--- src/rtl/dmem_arbiter_if.sv ---
// Signal bundle linking the CPU load/store path, the CP2 accelerator and the
// single-port dmem through the dmem arbiter.
interface dmem_arbiter_if #(
    parameter int WIDE = 32
);
    logic            cpu_req;
    logic            cpu_we;
    logic [31:0]     cpu_addr;
    logic [WIDE-1:0] cpu_wd;
    logic [WIDE-1:0] cpu_rd;
    logic            cpu_stall;
    logic            cp_req;
    logic            cp_we;
    logic [31:0]     cp_addr;
    logic [WIDE-1:0] cp_wd;
    logic            cp_gnt;
    logic [WIDE-1:0] cp_rd;
    logic            dm_we;
    logic [31:0]     dm_addr;
    logic [WIDE-1:0] dm_d;
    logic [WIDE-1:0] dm_q;
    logic            owner;

    modport slave (
        input  cpu_req, cpu_we, cpu_addr, cpu_wd,
        input  cp_req, cp_we, cp_addr, cp_wd,
        input  dm_q,
        output cpu_rd, cpu_stall, cp_gnt, cp_rd,
        output dm_we, dm_addr, dm_d, owner
    );

    modport master (
        output cpu_req, cpu_we, cpu_addr, cpu_wd,
        output cp_req, cp_we, cp_addr, cp_wd,
        output dm_q,
        input  cpu_rd, cpu_stall, cp_gnt, cp_rd,
        input  dm_we, dm_addr, dm_d, owner
    );
endinterface

--- src/rtl/dmem_arbiter.sv ---
// Two-requester arbiter for the single-port dmem: ownership parks on the CPU, CP2
// takes the port on request, and bounded bursts keep either side from starving.
module dmem_arbiter #(
    parameter int WIDE      = 32,
    parameter int MAX_BURST = 8
) (
    input  logic          clk,
    input  logic          rst,
    dmem_arbiter_if.slave bus
);
    localparam int            CW    = $clog2(MAX_BURST + 1);
    localparam logic [CW-1:0] C_MAX = CW'(MAX_BURST);
    localparam logic [CW-1:0] C_ONE = CW'(1'b1);

    typedef enum logic {
        OWN_CPU = 1'b0,
        OWN_CP  = 1'b1
    } state_t;

    state_t          r_state;
    logic [CW-1:0]   r_cpu_cnt;
    logic [CW-1:0]   r_cp_cnt;

    logic [CW-1:0]   w_cpu_cnt_inc;
    logic [CW-1:0]   w_cp_cnt_inc;
    logic            w_cpu_limit;
    logic            w_cp_limit;
    logic            w_both_req;

    logic            w_own_cp;
    logic            w_dm_we;
    logic [31:0]     w_dm_addr;
    logic [WIDE-1:0] w_dm_d;
    logic            w_cpu_stall;
    logic            w_cp_gnt;

    // A limit is reached when the access granted this cycle completes the owner's burst.
    assign w_cpu_cnt_inc = (r_cpu_cnt == C_MAX) ? C_MAX : (r_cpu_cnt + C_ONE);
    assign w_cp_cnt_inc  = (r_cp_cnt  == C_MAX) ? C_MAX : (r_cp_cnt  + C_ONE);
    assign w_cpu_limit   = (w_cpu_cnt_inc == C_MAX);
    assign w_cp_limit    = (w_cp_cnt_inc  == C_MAX);
    assign w_both_req    = bus.cpu_req & bus.cp_req;

    // Ownership state machine with per-side contention burst counters.
    always_ff @(posedge clk or negedge rst) begin
        if (!rst) begin
            r_state   <= OWN_CPU;
            r_cpu_cnt <= {CW{1'b0}};
            r_cp_cnt  <= {CW{1'b0}};
        end else begin
            case (r_state)
                OWN_CPU: begin
                    if (bus.cp_req && (!bus.cpu_req || w_cpu_limit)) begin
                        r_state   <= OWN_CP;
                        r_cp_cnt  <= {CW{1'b0}};
                        r_cpu_cnt <= {CW{1'b0}};
                    end else if (w_both_req) begin
                        r_cpu_cnt <= w_cpu_cnt_inc;
                    end else begin
                        r_cpu_cnt <= {CW{1'b0}};
                    end
                end
                OWN_CP: begin
                    if (!bus.cp_req || (bus.cpu_req && w_cp_limit)) begin
                        r_state   <= OWN_CPU;
                        r_cpu_cnt <= {CW{1'b0}};
                        r_cp_cnt  <= {CW{1'b0}};
                    end else if (w_both_req) begin
                        r_cp_cnt <= w_cp_cnt_inc;
                    end else begin
                        r_cp_cnt <= {CW{1'b0}};
                    end
                end
                default: begin
                    r_state   <= OWN_CPU;
                    r_cpu_cnt <= {CW{1'b0}};
                    r_cp_cnt  <= {CW{1'b0}};
                end
            endcase
        end
    end

    // Port steering: the owner drives dmem in the same cycle, no pipeline stage.
    always_comb begin
        w_own_cp    = 1'b0;
        w_dm_addr   = bus.cpu_addr;
        w_dm_d      = bus.cpu_wd;
        w_dm_we     = bus.cpu_req & bus.cpu_we;
        w_cpu_stall = 1'b0;
        w_cp_gnt    = 1'b0;
        case (r_state)
            OWN_CP: begin
                w_own_cp    = 1'b1;
                w_dm_addr   = bus.cp_addr;
                w_dm_d      = bus.cp_wd;
                w_dm_we     = bus.cp_req & bus.cp_we;
                w_cpu_stall = bus.cpu_req;
                w_cp_gnt    = 1'b1;
            end
            OWN_CPU: begin
                w_own_cp    = 1'b0;
                w_dm_addr   = bus.cpu_addr;
                w_dm_d      = bus.cpu_wd;
                w_dm_we     = bus.cpu_req & bus.cpu_we;
                w_cpu_stall = 1'b0;
                w_cp_gnt    = 1'b0;
            end
            default: begin
                w_own_cp    = 1'b0;
                w_dm_addr   = bus.cpu_addr;
                w_dm_d      = bus.cpu_wd;
                w_dm_we     = 1'b0;
                w_cpu_stall = 1'b0;
                w_cp_gnt    = 1'b0;
            end
        endcase
    end

    // Reset gating kills an in-flight write immediately, without waiting for a clock.
    assign bus.dm_we     = w_dm_we & rst;
    assign bus.dm_addr   = w_dm_addr;
    assign bus.dm_d      = w_dm_d;
    assign bus.cpu_stall = w_cpu_stall & rst;
    assign bus.cp_gnt    = w_cp_gnt & rst;
    assign bus.owner     = w_own_cp & rst;
    assign bus.cpu_rd    = bus.dm_q;
    assign bus.cp_rd     = bus.dm_q;

endmodule

--- src/flat_wrapper.sv ---
// flat-port wrapper written by rule: the top's interface ports become plain ports
module dmem_arbiter_flat 
#(
    parameter int WIDE      = 32,
    parameter int MAX_BURST = 8
)
  (clk, rst, bus_cpu_req, bus_cpu_we, bus_cpu_addr, bus_cpu_wd, bus_cp_req, bus_cp_we, bus_cp_addr, bus_cp_wd, bus_dm_q, bus_cpu_rd, bus_cpu_stall, bus_cp_gnt, bus_cp_rd, bus_dm_we, bus_dm_addr, bus_dm_d, bus_owner);
  dmem_arbiter_if #(.WIDE(WIDE)) bus_i ();
  input  logic clk;
  input  logic rst;
  input wire logic [$bits(bus_i.cpu_req)-1:0] bus_cpu_req;
  input wire logic [$bits(bus_i.cpu_we)-1:0] bus_cpu_we;
  input wire logic [$bits(bus_i.cpu_addr)-1:0] bus_cpu_addr;
  input wire logic [$bits(bus_i.cpu_wd)-1:0] bus_cpu_wd;
  input wire logic [$bits(bus_i.cp_req)-1:0] bus_cp_req;
  input wire logic [$bits(bus_i.cp_we)-1:0] bus_cp_we;
  input wire logic [$bits(bus_i.cp_addr)-1:0] bus_cp_addr;
  input wire logic [$bits(bus_i.cp_wd)-1:0] bus_cp_wd;
  input wire logic [$bits(bus_i.dm_q)-1:0] bus_dm_q;
  output wire logic [$bits(bus_i.cpu_rd)-1:0] bus_cpu_rd;
  output wire logic [$bits(bus_i.cpu_stall)-1:0] bus_cpu_stall;
  output wire logic [$bits(bus_i.cp_gnt)-1:0] bus_cp_gnt;
  output wire logic [$bits(bus_i.cp_rd)-1:0] bus_cp_rd;
  output wire logic [$bits(bus_i.dm_we)-1:0] bus_dm_we;
  output wire logic [$bits(bus_i.dm_addr)-1:0] bus_dm_addr;
  output wire logic [$bits(bus_i.dm_d)-1:0] bus_dm_d;
  output wire logic [$bits(bus_i.owner)-1:0] bus_owner;
  assign bus_i.cpu_req = bus_cpu_req;
  assign bus_i.cpu_we = bus_cpu_we;
  assign bus_i.cpu_addr = bus_cpu_addr;
  assign bus_i.cpu_wd = bus_cpu_wd;
  assign bus_i.cp_req = bus_cp_req;
  assign bus_i.cp_we = bus_cp_we;
  assign bus_i.cp_addr = bus_cp_addr;
  assign bus_i.cp_wd = bus_cp_wd;
  assign bus_i.dm_q = bus_dm_q;
  assign bus_cpu_rd = bus_i.cpu_rd;
  assign bus_cpu_stall = bus_i.cpu_stall;
  assign bus_cp_gnt = bus_i.cp_gnt;
  assign bus_cp_rd = bus_i.cp_rd;
  assign bus_dm_we = bus_i.dm_we;
  assign bus_dm_addr = bus_i.dm_addr;
  assign bus_dm_d = bus_i.dm_d;
  assign bus_owner = bus_i.owner;
  dmem_arbiter #(.WIDE(WIDE), .MAX_BURST(MAX_BURST)) u_core (.clk(clk), .rst(rst), .bus(bus_i));
endmodule
--- config.mk ---
export PLATFORM = sky130hd
export DESIGN_NAME = dmem_arbiter_flat
export DESIGN_NICKNAME = d
export VERILOG_FILES = /design/src/rtl/dmem_arbiter_if.sv /design/src/rtl/dmem_arbiter.sv /design/src/flat_wrapper.sv
export SDC_FILE = /design/constraint.sdc
export NUM_CORES = 1
export LEC_CHECK = 0
export ABC_AREA = 1
export BUFFER_PORTS_ARGS = -buffer_cell sky130_fd_sc_hd__buf_2
export CORE_AREA = 2 2 114 116
export DETAILED_ROUTE_END_ITERATION = 16
export DIE_AREA = 0 0 116 118
export GPL_TIMING_DRIVEN = 0
export PLACE_DENSITY = 0.54
export SYNTH_ARGS = -nofsm -noshare
export SYNTH_HDL_FRONTEND = slang
export SYNTH_SLANG_ARGS = --single-unit
--- constraint.sdc ---
create_clock -name clk -period 1.8 [get_ports clk]
set_clock_uncertainty 0.1 [all_clocks]
set_input_delay 0.36 -clock clk [delete_from_list [all_inputs] [get_ports clk]]
set_output_delay 0.36 -clock clk [all_outputs]
set_load 0.005 [all_outputs]
After elaboration in Yosys (flattened, before gate mapping)
Cells that the tools add are included.

Flip-flop bits (word level): 9. Latch bits: 0. RAM bits: 0. Bits in read-only memories: 0. Bits of input ports: 166. Output and inout bits: 132. Logic and storage cells: 42. Memories: 0.

$add $sub $neg: 2. Multipliers: 0. Div/mod/pow operators: 0. Order comparisons: 0. Eq/ne operators: 6. Shifts and indexed selects: 0. Mux-type cells: 18. Bitwise gates (word level): 7. Reduce and logical (&&, ||, !) cells: 6.

Operators with widths (count): 32-bit case mux with 2 select lines (2); 4-bit 2-to-1 mux (8); 4-bit == test, second input constant (4); 4-bit case mux with 2 select lines (2); 4-bit by 1-bit adder with 4-bit output, second input constant (2); 1-bit case mux with 2 select lines (4); 1-bit bitwise AND (6); 1-bit logical AND (2); 1-bit logical NOT (2); 1-bit logical OR (2); 1-bit 2-to-1 mux (2); 2-bit by 1-bit inequality test with 1-bit output, second input constant (1); 2-bit inequality test, second input constant (1); 1-bit NOT (1).

Depth between registers and ports, before layout
Depth after elaboration: 7. Gate-level depth with buffers: 11. Depth with buffers taken out: 11.

Worst setup path before layout
No wires, ideal clock.

Path type: reg2out. From: reg u_core.r_state. To: out bus_dm_addr[0]. Arrival time: 0.998 ns. Required time: 1.340 ns. Setup slack: 0.342 ns. Cell stages (with the launch flop): 6. Path buffers: 2. Path through: dfrtp_1 > buf_2 > inv_2 > clkbuf_1 > nand2_1 > nand2_1.

Longest elaborated chain between the ends: 2.

RTL lines: start: declaration (RTL line dmem_arbiter.sv:20) `state_t r_state;`; start signal: assignment (RTL line dmem_arbiter.sv:47) `r_state <= OWN_CPU;`; start signal: assignment (RTL line dmem_arbiter.sv:54) `r_state <= OWN_CP;`; start signal: assignment (RTL line dmem_arbiter.sv:65) `r_state <= OWN_CPU;`; 1-bit NOT (RTL line dmem_arbiter.sv:91) `case (r_state)`; 32-bit case mux with 2 select lines * (RTL line dmem_arbiter.sv:91); end: declaration (RTL line flat_wrapper.sv:25) `output wire logic [$bits(bus_i.dm_addr)-1:0] bus_dm_addr;`.

Mark *: on every way between the ends. The rest lies on a longest branch, timed or not.

Worst setup path in the final report
From: reg u_core.r_state. To: out bus_dm_d[15].

Longest elaborated chain between the ends: 2.

RTL lines: 1-bit NOT (RTL line dmem_arbiter.sv:91); 32-bit case mux with 2 select lines * (RTL line dmem_arbiter.sv:91); end: declaration (RTL line flat_wrapper.sv:26) `output wire logic [$bits(bus_i.dm_d)-1:0] bus_dm_d;`.

Marks and branches as above.

==> flow_summary.toml <==
[final_layout]
drive_above_1_share_pct = 60.41
seqCellArea_um2 = 226.5
multi_input_area_mm2 = 0.001100
finalNetCount = 805
areaGrowthSynthToFinish_pct = 111.1
final_cell_mix = "buf_2 (258), nand2_1 (192), buf_4 (72), nand2_2 (15)"
fin_cells = 806
nFillCells = 1464
diodes = 0
mostFrequentLayoutCell = "buf_2"

[hold_path]
hold_depth = 3
hold_path_class = "input port to flip-flop"

[yosys]
seq_area_frac_synth_pct = 12.09
syn_area_mm2 = 0.001863
yosys_register_bits = 9
post_synth_num_cell_types = 17
yosysWarnings = 0
avgSynthCellArea_um2 = 5.278
syn_nets = 523
syn_inst = 353

[routing]
post_drt_via_cell_ratio = 3.641
drc_errors = 0
via_count = 2935
wl_per_cell_um = 12.51
firstDrtPassIters = 4
drt-initial-drc-count = 116
ant_nets = 0
wirelength_um = 10090

[sta]
drv_slew = 0
maxSlewHeadroom_pct = 70.32
fin_hold_ws_ns = 0.3411
finalCriticalPeriod_ns = 1.794
max_freq_mhz = 557.5
hold_viol_final = 0
worst_slew_pin_slew_ns = 0.4437
fin_crit_sh_pct = 99.64
finalSetupViolations = 0
rsz0062_at_grt = "yes"

[die]
coreArea_mm2 = 0.01241
ioPinCount = 298
fp-row-count = 41
initial_core_util_pct = 15.01
die_x_um = 116
die_h_um = 118
dieArea_mm2 = 0.01369

[power_and_ir_drop]
ir_worst_vdd_v = 0.0002473
leakagePower_nw = 2.528
finalPower_mw = 1.813
powerDensity_mw_per_mm2 = 461.1

[grt]
grt_pass1_vias = 2753
grt_overflow = 0
grt_pass1_wl_um = 14550
grt_max_degree = 11
grt_use_total_pct = 13.47
antenna_found_initial = 0

[placement]
gp_congestion = 0.7682
placed_cells = 790
io_buffers = 265
hpwl_um = 8332

[critical_path]
critPathLaunchType = "flip-flop"
cp-end-kind = "output port"
arrival_ns = 1.33
worstPathRequired_ns = 1.34
crit_type = "flip-flop to output port"
crit_fanout = 6
rr_worst_depth = 9

[run]
cap_viol_max_count = 0

[status]
run_status = "finished clean"

[clocking]
numCtsBuffers = 3
worstSkewPairLatency_ns = 0.24
htree_num_levels = 1
cts_tree = "built"
cts_root_buf = "clkbuf_16"
cts.sinks = 9
path_clk_slew_ns = 0.04
cts_buffer_depth = 2
==> logic make-up (layout without fill, tap and decap cells) <==
| group | Yosys count | in the layout | synth area share (%) |
|---|---|---|---|
| flip-flops | 9 | 9 | 12.09 |
| AO/OA/AOI/OAI | 6 | 6 | 1.611 |
| XOR/XNOR | 2 | 2 | 0.9404 |
| AND/OR/NAND/NOR | 237 | 237 | 50.03 |
| adder cells (fa/ha/maj) | 4 | 4 | 2.686 |
| buffers and inverters | 95 | 376 | 32.64 |
==> cell usage after synthesis <==
cell | number | area [µm²]
a21oi_1 | 1 | 5.000
buf_1 | 2 | 7.510
buf_2 | 3 | 15.01
buf_4 | 66 | 495.5
clkbuf_1 | 9 | 33.78
dfrtp_1 | 9 | 225.2
ha_1 | 4 | 50.05
inv_1 | 14 | 52.55
inv_2 | 1 | 3.750
nand2_1 | 210 | 788.3
nand2_2 | 1 | 6.260
nand3_1 | 14 | 70.07
nand4_1 | 8 | 50.05
nor2_1 | 3 | 11.26
o21ai_0 | 5 | 25.02
or2_0 | 1 | 6.260
xor2_1 | 2 | 17.52
==> critical path, stage by stage, from the launching register on <==
cell and delay (ns):
dfrtp_2 0.44, buf_12 0.16, inv_16 0.08, clkbuf_16 0.15, nand2_1 0.05, nand2_1 0.07
buf_2 0.12
==> through the flow <==
step | util [%] | area (µm²) | setup slack, ns | TNS [ns]
finish | 31.68 | 3933 | 0.006391 | 0
global route | 31.68 | 3933 | -0.03163 | -0.4389
CTS | 29.09 | 3611 | -0.0006444 | -0.0006444
detailed placement | 27.42 | 3405 | -0.4314 | -8.046
global placement | 27.42 | 3405 | -0.4934 | -8.847
floorplan | - | 1863 | 0.3420 | 0
==> timing repair <==
item                                    CTS  global route
pin swaps                                 0             6
endpoints found under the setup margin   68            48
hold endpoints to repair                  9             0
gates resized for setup                  35            60
cloned                                    1             4
hold buffers                              1             0
buffers inserted                          0             6
==> sequential cells by signal, summed over array words and instances, names as in the netlist <==
signal,count
u_core.r_cp_cnt,4
u_core.r_cpu_cnt,4
u_core.r_state,1
==> layout make-up <==
| class | count | area share, % |
|---|---|---|
| Timing Repair Buffer | 276 | 38.75 |
| Multi-Input combinational cell | 249 | 27.97 |
| Buffer | 80 | 17.75 |
| Sequential cell | 9 | 5.759 |
| Tap cell | 172 | 5.472 |
| Clock buffer | 3 | 1.909 |
| Inverter | 15 | 1.845 |
| Timing Repair inverter | 1 | 0.4136 |
| Clock inverter | 1 | 0.1273 |
==> metal layers <==
layer / wire length (µm) / GRT usage, %
met5: 0 / 0
met4: 38 / 2.307
met3: 563 / 2.060
met2: 5125 / 23.72
met1: 4358 / 17.37
==> path summary, 6_finish.rpt <==
| kind | start | to | slack [ns] |
|---|---|---|---|
| worst max-delay path | u_core.r_state | bus_dm_d[15] | 0.006 |
| worst min-delay path | bus_cpu_req | u_core.r_cp_cnt[3] | 0.34 |
| worst max register to register | u_core.r_cpu_cnt[0] | u_core.r_cp_cnt[3] | 0.20 |
| worst min register to register | u_core.r_cp_cnt[0] | u_core.r_cp_cnt[0] | 0.45 |
| max in group asynchronous | rst | u_core.r_state | 0.70 |
| min in group asynchronous | rst | u_core.r_cp_cnt[0] | 0.57 |
==> power breakdown <==
| group | leakage [nW] | switching (mW) | internal (mW) | total (mW) |
|---|---|---|---|---|
| logic | 2.37 | 0.541 | 0.642 | 1.18 |
| registers | 0.122 | 0.0120 | 0.213 | 0.225 |
| clock network | 0.0409 | 0.112 | 0.294 | 0.406 |
| total | 2.53 | 0.664 | 1.15 | 1.81 |
Note: power is estimated with default switching activity, not from simulation.
